--- src/rtl/block_mm_pkg.sv ---
// Shared types and default sizes for the block matrix-multiply datapath
// (tile multiplier, accumulator and later write-back stages).
package block_mm_pkg;

  localparam int TN  = 4;
  localparam int NKB = 4;
  localparam int W   = 16;

  typedef logic [W-1:0] word_t;
  typedef word_t [0:TN-1][0:TN-1] tile_t;

  typedef enum logic [0:0] {
    ACC  = 1'b0,
    FULL = 1'b1
  } state_t;

endpackage

--- src/rtl/tile_add.sv ---
// Purely combinational elementwise adder of two Tn x Tn tiles, modulo 2^W.
module tile_add #(
  parameter int Tn = block_mm_pkg::TN,
  parameter int W  = block_mm_pkg::W
) (
  input  logic [0:Tn-1][0:Tn-1][W-1:0] a,
  input  logic [0:Tn-1][0:Tn-1][W-1:0] b,
  output logic [0:Tn-1][0:Tn-1][W-1:0] sum
);

  // elementwise sum; the carry out of each element is dropped on purpose
  always_comb begin
    sum = '0;
    for (int r = 0; r < Tn; r++) begin
      for (int c = 0; c < Tn; c++) begin
        sum[r][c] = a[r][c] + b[r][c];
      end
    end
  end

endmodule

--- src/rtl/block_acc.sv ---
// Sums NKB consecutive partial-product tiles into one C tile and hands the
// result to the consumer over a valid/ready handshake.
module block_acc #(
  parameter int Tn  = block_mm_pkg::TN,
  parameter int NKB = block_mm_pkg::NKB,
  parameter int W   = block_mm_pkg::W
) (
  input  logic                          clk,
  input  logic                          rst_n,
  input  logic                          clear,
  input  logic [0:Tn-1][0:Tn-1][W-1:0]  tile_in,
  input  logic                          tile_valid,
  output logic                          in_ready,
  output logic [0:Tn-1][0:Tn-1][W-1:0]  out_tile,
  output logic                          out_valid,
  input  logic                          out_ready,
  output logic [$clog2(NKB+1)-1:0]      kb,
  output logic                          err
);
  import block_mm_pkg::*;

  localparam int KBW = $clog2(NKB + 1);
  localparam logic [KBW-1:0] KB_LAST = KBW'(NKB - 1);
  localparam logic [KBW-1:0] KB_ZERO = {KBW{1'b0}};
  localparam logic [KBW-1:0] KB_ONE  = KBW'(1);

  state_t                         state_r;
  state_t                         state_nxt_s;
  logic [KBW-1:0]                 kb_r;
  logic [KBW-1:0]                 kb_nxt_s;
  logic [0:Tn-1][0:Tn-1][W-1:0]   acc_r;
  logic [0:Tn-1][0:Tn-1][W-1:0]   acc_nxt_s;
  logic [0:Tn-1][0:Tn-1][W-1:0]   sum_s;
  logic                           out_valid_r;
  logic                           err_r;
  logic                           accept_s;
  logic                           drop_s;

  tile_add #(.Tn(Tn), .W(W)) u_tile_add (
    .a   (acc_r),
    .b   (tile_in),
    .sum (sum_s)
  );

  // a held tile frees the input slot in the same cycle it is taken
  assign in_ready = (state_r == ACC) || ((state_r == FULL) && out_ready);
  assign accept_s = tile_valid && in_ready;
  assign drop_s   = tile_valid && !in_ready;

  // next-state: first block overwrites acc, later blocks add, last one parks in FULL
  always_comb begin
    state_nxt_s = state_r;
    kb_nxt_s    = kb_r;
    acc_nxt_s   = acc_r;
    if (accept_s) begin
      if (kb_r == KB_ZERO) begin
        acc_nxt_s = tile_in;
      end else begin
        acc_nxt_s = sum_s;
      end
      if (kb_r == KB_LAST) begin
        kb_nxt_s    = KB_ZERO;
        state_nxt_s = FULL;
      end else begin
        kb_nxt_s    = kb_r + KB_ONE;
        state_nxt_s = ACC;
      end
    end else if ((state_r == FULL) && out_ready) begin
      state_nxt_s = ACC;
    end else begin
      state_nxt_s = state_r;
    end
  end

  // state registers; clear outranks any same-cycle tile or handshake
  always_ff @(posedge clk or negedge rst_n) begin
    if (!rst_n) begin
      state_r     <= ACC;
      kb_r        <= KB_ZERO;
      acc_r       <= '0;
      out_valid_r <= 1'b0;
      err_r       <= 1'b0;
    end else if (clear) begin
      state_r     <= ACC;
      kb_r        <= KB_ZERO;
      acc_r       <= '0;
      out_valid_r <= 1'b0;
      err_r       <= 1'b0;
    end else begin
      state_r     <= state_nxt_s;
      kb_r        <= kb_nxt_s;
      acc_r       <= acc_nxt_s;
      out_valid_r <= (state_nxt_s == FULL);
      err_r       <= err_r || drop_s;
    end
  end

  assign out_tile  = acc_r;
  assign out_valid = out_valid_r;
  assign kb        = kb_r;
  assign err       = err_r;

endmodule
--- config.mk ---
export PLATFORM = sky130hd
export DESIGN_NAME = block_acc
export DESIGN_NICKNAME = d
export VERILOG_FILES = /design/src/rtl/block_mm_pkg.sv /design/src/rtl/tile_add.sv /design/src/rtl/block_acc.sv
export SDC_FILE = /design/constraint.sdc
export NUM_CORES = 1
export LEC_CHECK = 0
export ABC_CLOCK_PERIOD_IN_PS = 6100
export CAP_MARGIN = 30
export CORE_ASPECT_RATIO = 0.75
export CORE_UTILIZATION = 55
export DETAILED_ROUTE_END_ITERATION = 12
export GPL_TIMING_DRIVEN = 0
export PLACE_DENSITY = 0.88
export SLEW_MARGIN = 0
export SYNTH_ARGS = -nofsm -noshare
export SYNTH_HDL_FRONTEND = slang
export SYNTH_SLANG_ARGS = --single-unit
--- constraint.sdc ---
create_clock -name clk -period 6.1 [get_ports clk]
set_clock_uncertainty 0.1 [all_clocks]
set_input_delay 0.915 -clock clk [delete_from_list [all_inputs] [get_ports clk]]
set_output_delay 0.915 -clock clk [all_outputs]
set_load 0.1 [all_outputs]
== After elaboration in Yosys (flattened, before gate mapping) ==
Index checks and enable logic that the tools add are counted.

* Output and inout bits: 262
* Logic and storage cells: 58
* RAM bits: 0
* Latch bits: 0
* Input bits: 261
* Memories: 0
* Memory bits (read-only): 0
* Register bits: 261

* Add/sub/neg operators: 17
* Bitwise logic cells: 1
* Multiply operators: 0
* Eq/ne operators: 1
* Shifts and indexed selects: 0
* Muxes and demuxes: 11
* Div/mod/pow operators: 0
* Reduce and logical (&&, ||, !) cells: 9
* $lt $le $gt $ge: 0

{| class="wikitable"
|+ Operators by type and width
! operator !! count
|-
| two-way mux 256 bit || 3
|-
| adder 16 bit || 16
|-
| two-way mux 3 bit || 3
|-
| two-way mux 1 bit || 5
|-
| adder 3 x 1 -> 3 bit, second input constant || 1
|-
| == test 3 x 2 -> 1 bit, second input constant || 1
|-
| logical AND 1 bit || 3
|-
| zero test 3 bit || 1
|-
| nonzero test 3 bit || 1
|-
| logical OR 1 bit || 2
|-
| nonzero test 2 bit || 1
|-
| zero test 1 bit || 1
|-
| NOT 1 bit || 1
|}

== Depth between registers and ports, before layout ==
Gate-level depths: netlist (run 1).

* Depth after elaboration: 6
* Mapped depth: 12
* Mapped depth without buffers: 12

== By module ==
A second synthesis (run 1) with hierarchy kept.

* Cells, all modules: 2358
* Area total of the unflattened synthesis: 22954.5 um^2

{| class="wikitable"
|+ By module, submodules not included
! module !! instances !! cells an instance !! area each (um^2) !! seq. area each (um^2)
|-
| block_acc || 1 || 879 || 11962.7 || 6531.3
|-
| tile_add || 1 || 1479 || 10991.8 || 0.0
|}

== Least setup slack after synthesis (run 1) ==
No wires, ideal clock.

* Kind: flip-flop to flip-flop
* From: register acc_r, in the netlist out_tile[33]
* To: register acc_r, in the netlist out_tile[47]
* Data required time: 5.880 ns
* Slack: 2.619 ns
* Cell stages (with the launch flop): 12
* Path buffers: 0
* Period minus slack after synthesis: 3.481 ns
* Arrival time: 3.261 ns
* Setup time: 0.120 ns
* Cell sequence: dfrtp_1 -> ha_1 -> a211oi_1 -> nor2_1 -> o41a_1 -> a31oi_2 -> a21oi_1 -> a211o_1 -> a21oi_1 -> mux2i_1 -> a31oi_1 -> a21o_1

* Cells in the longest elaborated chain, start to end: 4

{| class="wikitable"
|+ RTL lines
! what !! line !! RTL
|-
| from (decl) || block_acc.sv:31 || <nowiki>logic [0:Tn-1][0:Tn-1][W-1:0] acc_r;</nowiki>
|-
| from (signal assigned) || block_acc.sv:92 || <nowiki>acc_r <= acc_nxt_s;</nowiki>
|-
| adder 16 bit || tile_add.sv:16 || <nowiki>sum[r][c] = a[r][c] + b[r][c];</nowiki>
|-
| two-way mux 256 bit || block_acc.sv:56 || <nowiki>if (kb_r == KB_ZERO) begin</nowiki>
|-
| two-way mux 256 bit || block_acc.sv:55 || <nowiki>if (accept_s) begin</nowiki>
|-
| two-way mux 256 bit || block_acc.sv:83 || <nowiki>end else if (clear) begin</nowiki>
|}

No other way between the ends. The select of a mux whose other input is x is not followed.
A chain may end at the register's enable or synchronous reset.

== Worst setup path in the final report (run 1) ==
* From: input port out_ready
* To: register acc_r, in the netlist out_tile[93]

* Cells in the longest elaborated chain, start to end: 4

{| class="wikitable"
|+ RTL lines
! what !! line !! RTL
|-
| from (decl) || block_acc.sv:16 || <nowiki>input logic out_ready,</nowiki>
|-
| logical AND 1 bit || block_acc.sv:46 || <nowiki>assign in_ready = (state_r == ACC) || ((state_r == FULL) && out_ready);</nowiki>
|-
| logical OR 1 bit || block_acc.sv:46 ||
|-
| logical AND 1 bit || block_acc.sv:47 || <nowiki>assign accept_s = tile_valid && in_ready;</nowiki>
|-
| nonzero test 2 bit (no line) || n/a ||
|}

No other way between the ends.

==> metrics.md, run 1 <==
| Metric | Value |
|---|---|
| Status | `finished clean` |
| DP HPWL | `61.4 mm` |
| End of the worst register-to-register path | `out_tile[93]` |
| Post-CTS Setup Inserts | `0` |
| Post-Syn Area per Cell | `between 8 and 9 µm²` |
| CP max stage delay | `about 0.7 ns` |
| CP cell instances | `clkdlybuf4s50_1 -> inv_1 -> nand2_1 -> nand2_1 -> or2_2 -> clkbuf_1 -> nor2_1 -> clkbuf_1 -> clkbuf_1 -> a22oi_1 -> o21ai_0` |
| Vias | `22,800` |
| Area contributors post-synth | `dfrtp_1 (31%), ha_1 (14%), o21ai_0 (7.9%)` |
| Final setup viols | `0` |
| Worst Path Max Fanout | `10` |
| Post-synthesis sequential area ratio | `between 30% and 40%` |
| CTS Buf Count | `30` |
| Max Freq | `~230 MHz` |
| Number of synthesis warnings | `0` |
| Final Wtd Congestion | `about 0.93` |
| Syn Std Cell Area | `0.0211 mm²` |
| Max-slew headroom at the worst pin | `between 20% and 30%` |
| Skew-Pair Late Insertion Delay | `0.58 ns` |
| Post-Synthesis Cells | `2,490` |
| Hold WS | `between 0.1 and 0.15 ns` |
| Area grow syn2layout | `40.3%` |
| Synth cell types | `between 60 and 70` |
| Final Cell Area | `just under 0.03 mm²` |
| Slew @ Worst Pin | `1.06 ns` |
| Io pins | `approximately 520` |
| Number of global-route vias before repair | `around 22,000` |
| Height of the die | `172 µm` |
| Post-synth ARST share | `between 90% and 100%` |
| Largest net degree at the start of global routing | `between 100 and 150` |
| CTS H-tree lvls | `1` |
| Total Nets Final | `3,624` |
| Worst Path Arrival | `4.77 ns` |
| Power Density | `278 mW/mm²` |
| Buffers on Ports | `522` |
| Synthesized flop and latch total | `between 200 and 300` |
| Required @ worst endpoint | `roughly 6.5 ns` |
| Hold Buf Count CTS | `0` |
| Most frequent cells in the layout | `clkdlybuf4s50_1 (521), o21ai_0 (333), a21oi_1 (276), nand2_1 (265), dfrtp_1 (261)` |
| Global route overflow | `0` |
| Area of the core | `around 0.037 mm²` |
| Initial core utilization | `a little under three fifths` |
| Overall Power | `~0.008 W` |
| Min Clock Period, post-route | `about 4.4 ns` |
| Leakage | `~13 nW` |
| Aggregate global-route resource usage | `around two fifths` |
| Dpl cell area | `0.0284 mm²` |
| Kind of critical path | `input pin to flop` |
| Initial antenna violation count | `14` |
| Max IR drop VDD | `214 µV` |
| Setup WS pre-CTS | `~1.3 ns` |
| Global-route wire length before repair | `~120 mm` |
| Post-synth top flop | `dfrtp_1` |
| Number of synthesized flops with an enable pin | `0` |
| Drt pass-1 iters | `5` |
| 1st-iter DRT viols | `2,099` |
| Deepest clock path buffer count | `3` |
| RSZ-0062 raised after global routing | `no` |
| Placement row count | `between 60 and 70` |
| Post-Route WL | `slightly above 80 mm` |
| Vias/cell | `about 6.3` |
| Hold crit path type | `input pin to async pin` |
| DR DRC count | `0` |
| CP startpoint kind | `input pin` |
| CTS sink count | `261` |
| Top delay family on crit path | `buffers and inverters` |
| Critical path buffers and inverters | `5` |
| Synth Net Count | `roughly 3,000` |
| Max stage delay cell, worst path | `clkbuf_1` |
| CTS tree | `built` |
| Final period util | `between 70% and 80%` |
| CP Capture Type | `flop` |
| Resize count post-CTS | `0` |
| R2R cell count | `9` |
| Root cell of the clock tree | `clkbuf_16` |
| Util after Layout | `between 70% and 80%` |
| Count of pins over their slew limit | `0` |
| Most common cell on crit path | `clkbuf_1` |
| Die Width | `228 µm` |
| R2r startpoint | `out_valid` |
| Max_cap viols | `0` |
| Flop2flop setup slack | `~2.2 ns` |
| Worst-path clk slew | `roughly 0.06 ns` |
| Final WS setup | `~1.7 ns` |
| Layout cell share with drive strength beyond 1 | `between 4 and 5%` |
| Die area | `approximately 0.039 mm²` |
| Final hold vios | `0` |
| DR WL/cell | `roughly 22 µm` |
| Most common cell after layout, fill and taps aside | `clkdlybuf4s50_1` |
| Synth area leader | `dfrtp_1` |
| Post-DRT Antenna Nets | `0` |
| Share of the synthesized area in the top cell type | `31.0%` |
[sequential cells by signal, summed over array words and instances (netlist names)]
signal     cells
out_tile     256
kb             3
err            1
out_valid      1
[through the flow]
stage | TNS (ns) | instances
floorplan | 0 | 2490
global placement | -2107.68 | 3516
detailed placement | 0 | 3571
CTS | 0 | 3624
global route | 0 | 3640
finish | 0 | 3646
[logic make-up (layout without fill, tap and decap cells)]
family	Yosys count	in the layout	share of synthesized area, %
compound gates	968	968	27.6
xor+xnor	195	195	8.10
fa+ha+maj	258	258	15.9
buf+inv	175	811	3.13
flops	261	261	31.0
mux	43	43	2.04
other cells	0	16	0
simple gates	590	590	12.3
[cell type report]
type                       instances  area [µm²]
clock inverter                     9        95.1
tap                              504         631
inverter                          71         267
clock buffer                      44         905
sequential                       261        6530
fill                            2466        7820
timing repair buffer             583        6820
antenna                           16        40.0
multi-input combinational       2054       13900
buffer                           104         393
[synth_stat cells, types with 4 or more instances]
cell      number
clkbuf_1      94
dfrtp_1      261
a21boi_0       4
a211o_1        4
o21ai_1       17
or4_1          6
o21bai_1      36
nor2_1       168
xnor2_1      133
a31o_2         4
o21ai_0      333
fa_1          16
a21oi_1      276
a22o_1         5
inv_1         71
nor4b_1        8
o41ai_1       10
o211ai_1       7
a22oi_1       88
a32oi_1        6
o31ai_1        7
a21o_1        76
nor2b_1        5
nor3_1        21
nand3b_1       5
o21a_1        13
mux2i_1       43
o31a_1        10
nand2_1      265
a211oi_1      36
a31oi_1        9
and3_1        24
buf_1          8
nand3_1       42
and2_1         4
ha_1         242
nor3b_1        6
nand2b_1      12
xor2_1        62
or3_1          6
nand4_1        6
[worst max-delay path by stage]
stage | to | slack (ns) | startpoint | depth (start not counted)
finish | out_tile[93] | 1.72 | out_ready | 11
global route | out_tile[93] | 1.64 | out_ready | 11
CTS | out_tile[93] | 1.84 | out_ready | 11
detailed placement | out_tile[93] | 1.26 | out_ready | 11
global placement | out_tile[225] | -8.11 | rst_n | 1
floorplan | out_tile[47] | 2.62 | out_tile[33] | 11
[routing by layer]
metal	up-vias	wire length [µm]	global-route usage, %	share of wire (%)
met1	11000	31400	49.7	39
li1	10300	-	-	-
met2	1236	36700	63.7	46
met3	300	7580	9.20	9.4
met4	8	4630	20.9	5.8
met5	-	50	0	0.062
[power breakdown]
part	total (W)	internal [W]	switching, W
sequential	0.00209	0.00191	0.000185
combinational	0.00423	0.00146	0.00277
clock	0.00191	0.00110	0.000809
Power figures use the tool's default switching activity.
==> run 2, diff against run 1 <==
ABC_CLOCK_PERIOD_IN_PS = 4550   (was 6100)
CORE_UTILIZATION = 51   (was 55)
PLACE_DENSITY = 0.82   (was 0.88)
clock period = 4.55 ns   (was 6.1 ns; I/O delays follow)
==> run 2 against run 1 <==
- wire length is 1.4% lower
- first-iteration DRC count is 13% lower
- worst setup slack worse by 1.3 ns
- worst hold slack worse by 0.0065 ns
- count of clock-buffer cells in the layout is 7 higher
- combinational power is 33% higher
- critical path depth stayed put
- critical path type unchanged
==> metrics.md, run 2 (synthesis gave the netlist of run 1 again) <==
| Metric | Value |
|---|---|
| Skew-Pair Late Insertion Delay | `around 0.52 ns` |
| Total Nets Final | `about 3,600` |
| Worst Path Max Fanout | `10` |
| Vias/cell | `6.12` |
| Pint | `between 0.006 and 0.007 W` |
| Max FFs per register | `256` |
| Global route overflow | `0` |
| Buffers on Ports | `approximately 520` |
| Root cell of the clock tree | `clkbuf_16` |
| Max-slew headroom at the worst pin | `29.1%` |
| Layout cell share with drive strength beyond 1 | `4.09%` |
| Post-DRT Antenna Nets | `0` |
| Global-route wire length before repair | `between 100 and 150 mm` |
| Clk network pwr share | `a little under a quarter` |
| Kind of critical path | `input pin to flop` |
| Initial core utilization | `around half` |
| Height of the die | `around 180 µm` |
| CP startpoint kind | `input pin` |
| Number of global-route vias before repair | `21,900` |
| Fill cell count | `about 3,000` |
| Min Clock Period, post-route | `4.12 ns` |
| RSZ-0062 raised after global routing | `no` |
| Largest net degree at the start of global routing | `96` |
| Overall Power | `between 0.01 and 0.015 W` |
| Max Freq | `approximately 240 MHz` |
| Hold Buf Count CTS | `0` |
| Most common cell after layout, fill and taps aside | `clkdlybuf4s50_1` |
| CTS H-tree lvls | `2` |
| Resize count post-CTS | `0` |
| CTS tree | `built` |
| Max_cap viols | `0` |
| Final hold vios | `0` |
| Drt pass-1 iters | `7` |
| Leakage | `13.3 nW` |
| Power Density | `~370 mW/mm²` |
| Initial antenna violation count | `18` |
| CTS sink count | `between 200 and 300` |
| Final period util | `90.4%` |
| DR WL/cell | `roughly 22 µm` |
| Worst Path Arrival | `between 4 and 5 ns` |
| Die Width | `~240 µm` |
| Required @ worst endpoint | `~4.9 ns` |
| Util after Layout | `between 70 and 80%` |
| Deepest clock path buffer count | `3` |
| Vias | `22,500` |
| Post-Route WL | `roughly 79 mm` |
| DP HPWL | `between 60 and 70 mm` |
| 1st-iter DRT viols | `approximately 1,800` |
| Worst-path clk slew | `around 0.060 ns` |
| Aggregate global-route resource usage | `a little over a third` |
| Hold crit path type | `input pin to async pin` |
| Placement row count | `64` |
| CTS Buf Count | `34` |
| Area grow syn2layout | `40.8%` |
| Most frequent cells in the layout | `clkdlybuf4s50_1 (521), o21ai_0 (333), a21oi_1 (276), nand2_1 (265), dfrtp_1 (261)` |
| Count of pins over their slew limit | `0` |
| Slew @ Worst Pin | `about 1.1 ns` |
| Post-CTS Setup Inserts | `0` |
| Seq pwr share | `between 20% and 30%` |
| Die area | `roughly 0.042 mm²` |
| FF+latch area | `0.00653 mm²` |
| CP Capture Type | `flop` |
| Status | `finished clean` |
| Multi-input combinational cell area | `0.0139 mm²` |
| Gate power share | `between 50% and 60%` |
| Final Wtd Congestion | `just under 1` |
| Switch share | `a little under half` |
| Io pins | `about 520` |
| Max IR drop VDD | `between 200 and 300 µV` |
| Area of the core | `0.0408 mm²` |
| R2R cell count | `9` |
| DR DRC count | `0` |
| Switch Pwr | `0.00503 W` |
| Final setup viols | `0` |
[run 2: worst max-delay path: stages]
cell             delay [ns]
clkdlybuf4s50_1        0.45
inv_1                  0.05
nand2_1                0.20
nand2_1                0.10
or2_2                  0.29
clkbuf_1               0.37
nor2_1                 0.62
clkbuf_1               0.64
clkbuf_1               0.68
a22oi_1                0.19
o31ai_1                0.13
[run 2: final timing paths]
kind	to	slack (ns)	from
max	out_tile[13]	0.43	out_ready
min	out_tile[85]	0.12	rst_n
max reg2reg	out_tile[13]	0.70	out_valid
min reg2reg	out_tile[32]	0.42	out_tile[32]
max in group asynchronous	out_tile[231]	3.21	rst_n
min in group clk	out_tile[32]	0.42	out_tile[32]
[run 2: area by class of cell]
cell class | count | share of cell area, %
clock buffer | 51 | 3.35
multi-input combinational | 2054 | 46.8
buffer | 104 | 1.32
clock inverter | 5 | 0.181
timing repair buffer | 584 | 23.1
inverter | 71 | 0.897
sequential | 261 | 22.0
tap | 528 | 2.22
antenna | 17 | 0.143
[run 2: power by group through the flow]
stage	Combinational, W	Clock, W	Sequential (W)
after CTS	0.00555	0.00268	0.00279
final	0.00563	0.00267	0.00280
after detailed placement	0.00551	0	0.00283
after global placement	0.00506	0	0.00282
after floorplan	0.00199	0	0.00452
after global routing	0.00595	0.00278	0.00283
[run 2: metal layers]
| layer | GRT usage [%] | wire (µm) | part of all wire (%) | vias up |
|---|---|---|---|---|
| met2 | 58.5 | 36200 | 46 | 1018 |
| li1 | - | - | - | 10300 |
| met4 | 18.5 | 4270 | 5.4 | 8 |
| met5 | 0 | 51 | 0.064 | - |
| met1 | 45.2 | 32100 | 40 | 10900 |
| met3 | 8.37 | 6650 | 8.4 | 262 |
[run 2: per-stage QoR]
step           cell area, µm²  setup slack, ns  cells  setup TNS (ns)  hold slack [ns]
4_1_cts                 29500            0.568   3652               0            0.145
3_3_place_gp            27000            -9.56   3540        -2484.48            0.384
2_1_floorplan           21100             1.07   2490               0            0.287
5_1_grt                 29700            0.342   3670               0            0.176
3_5_place_dp            28500           0.0244   3596               0            0.394
6_report                29700            0.435   3675               0            0.123
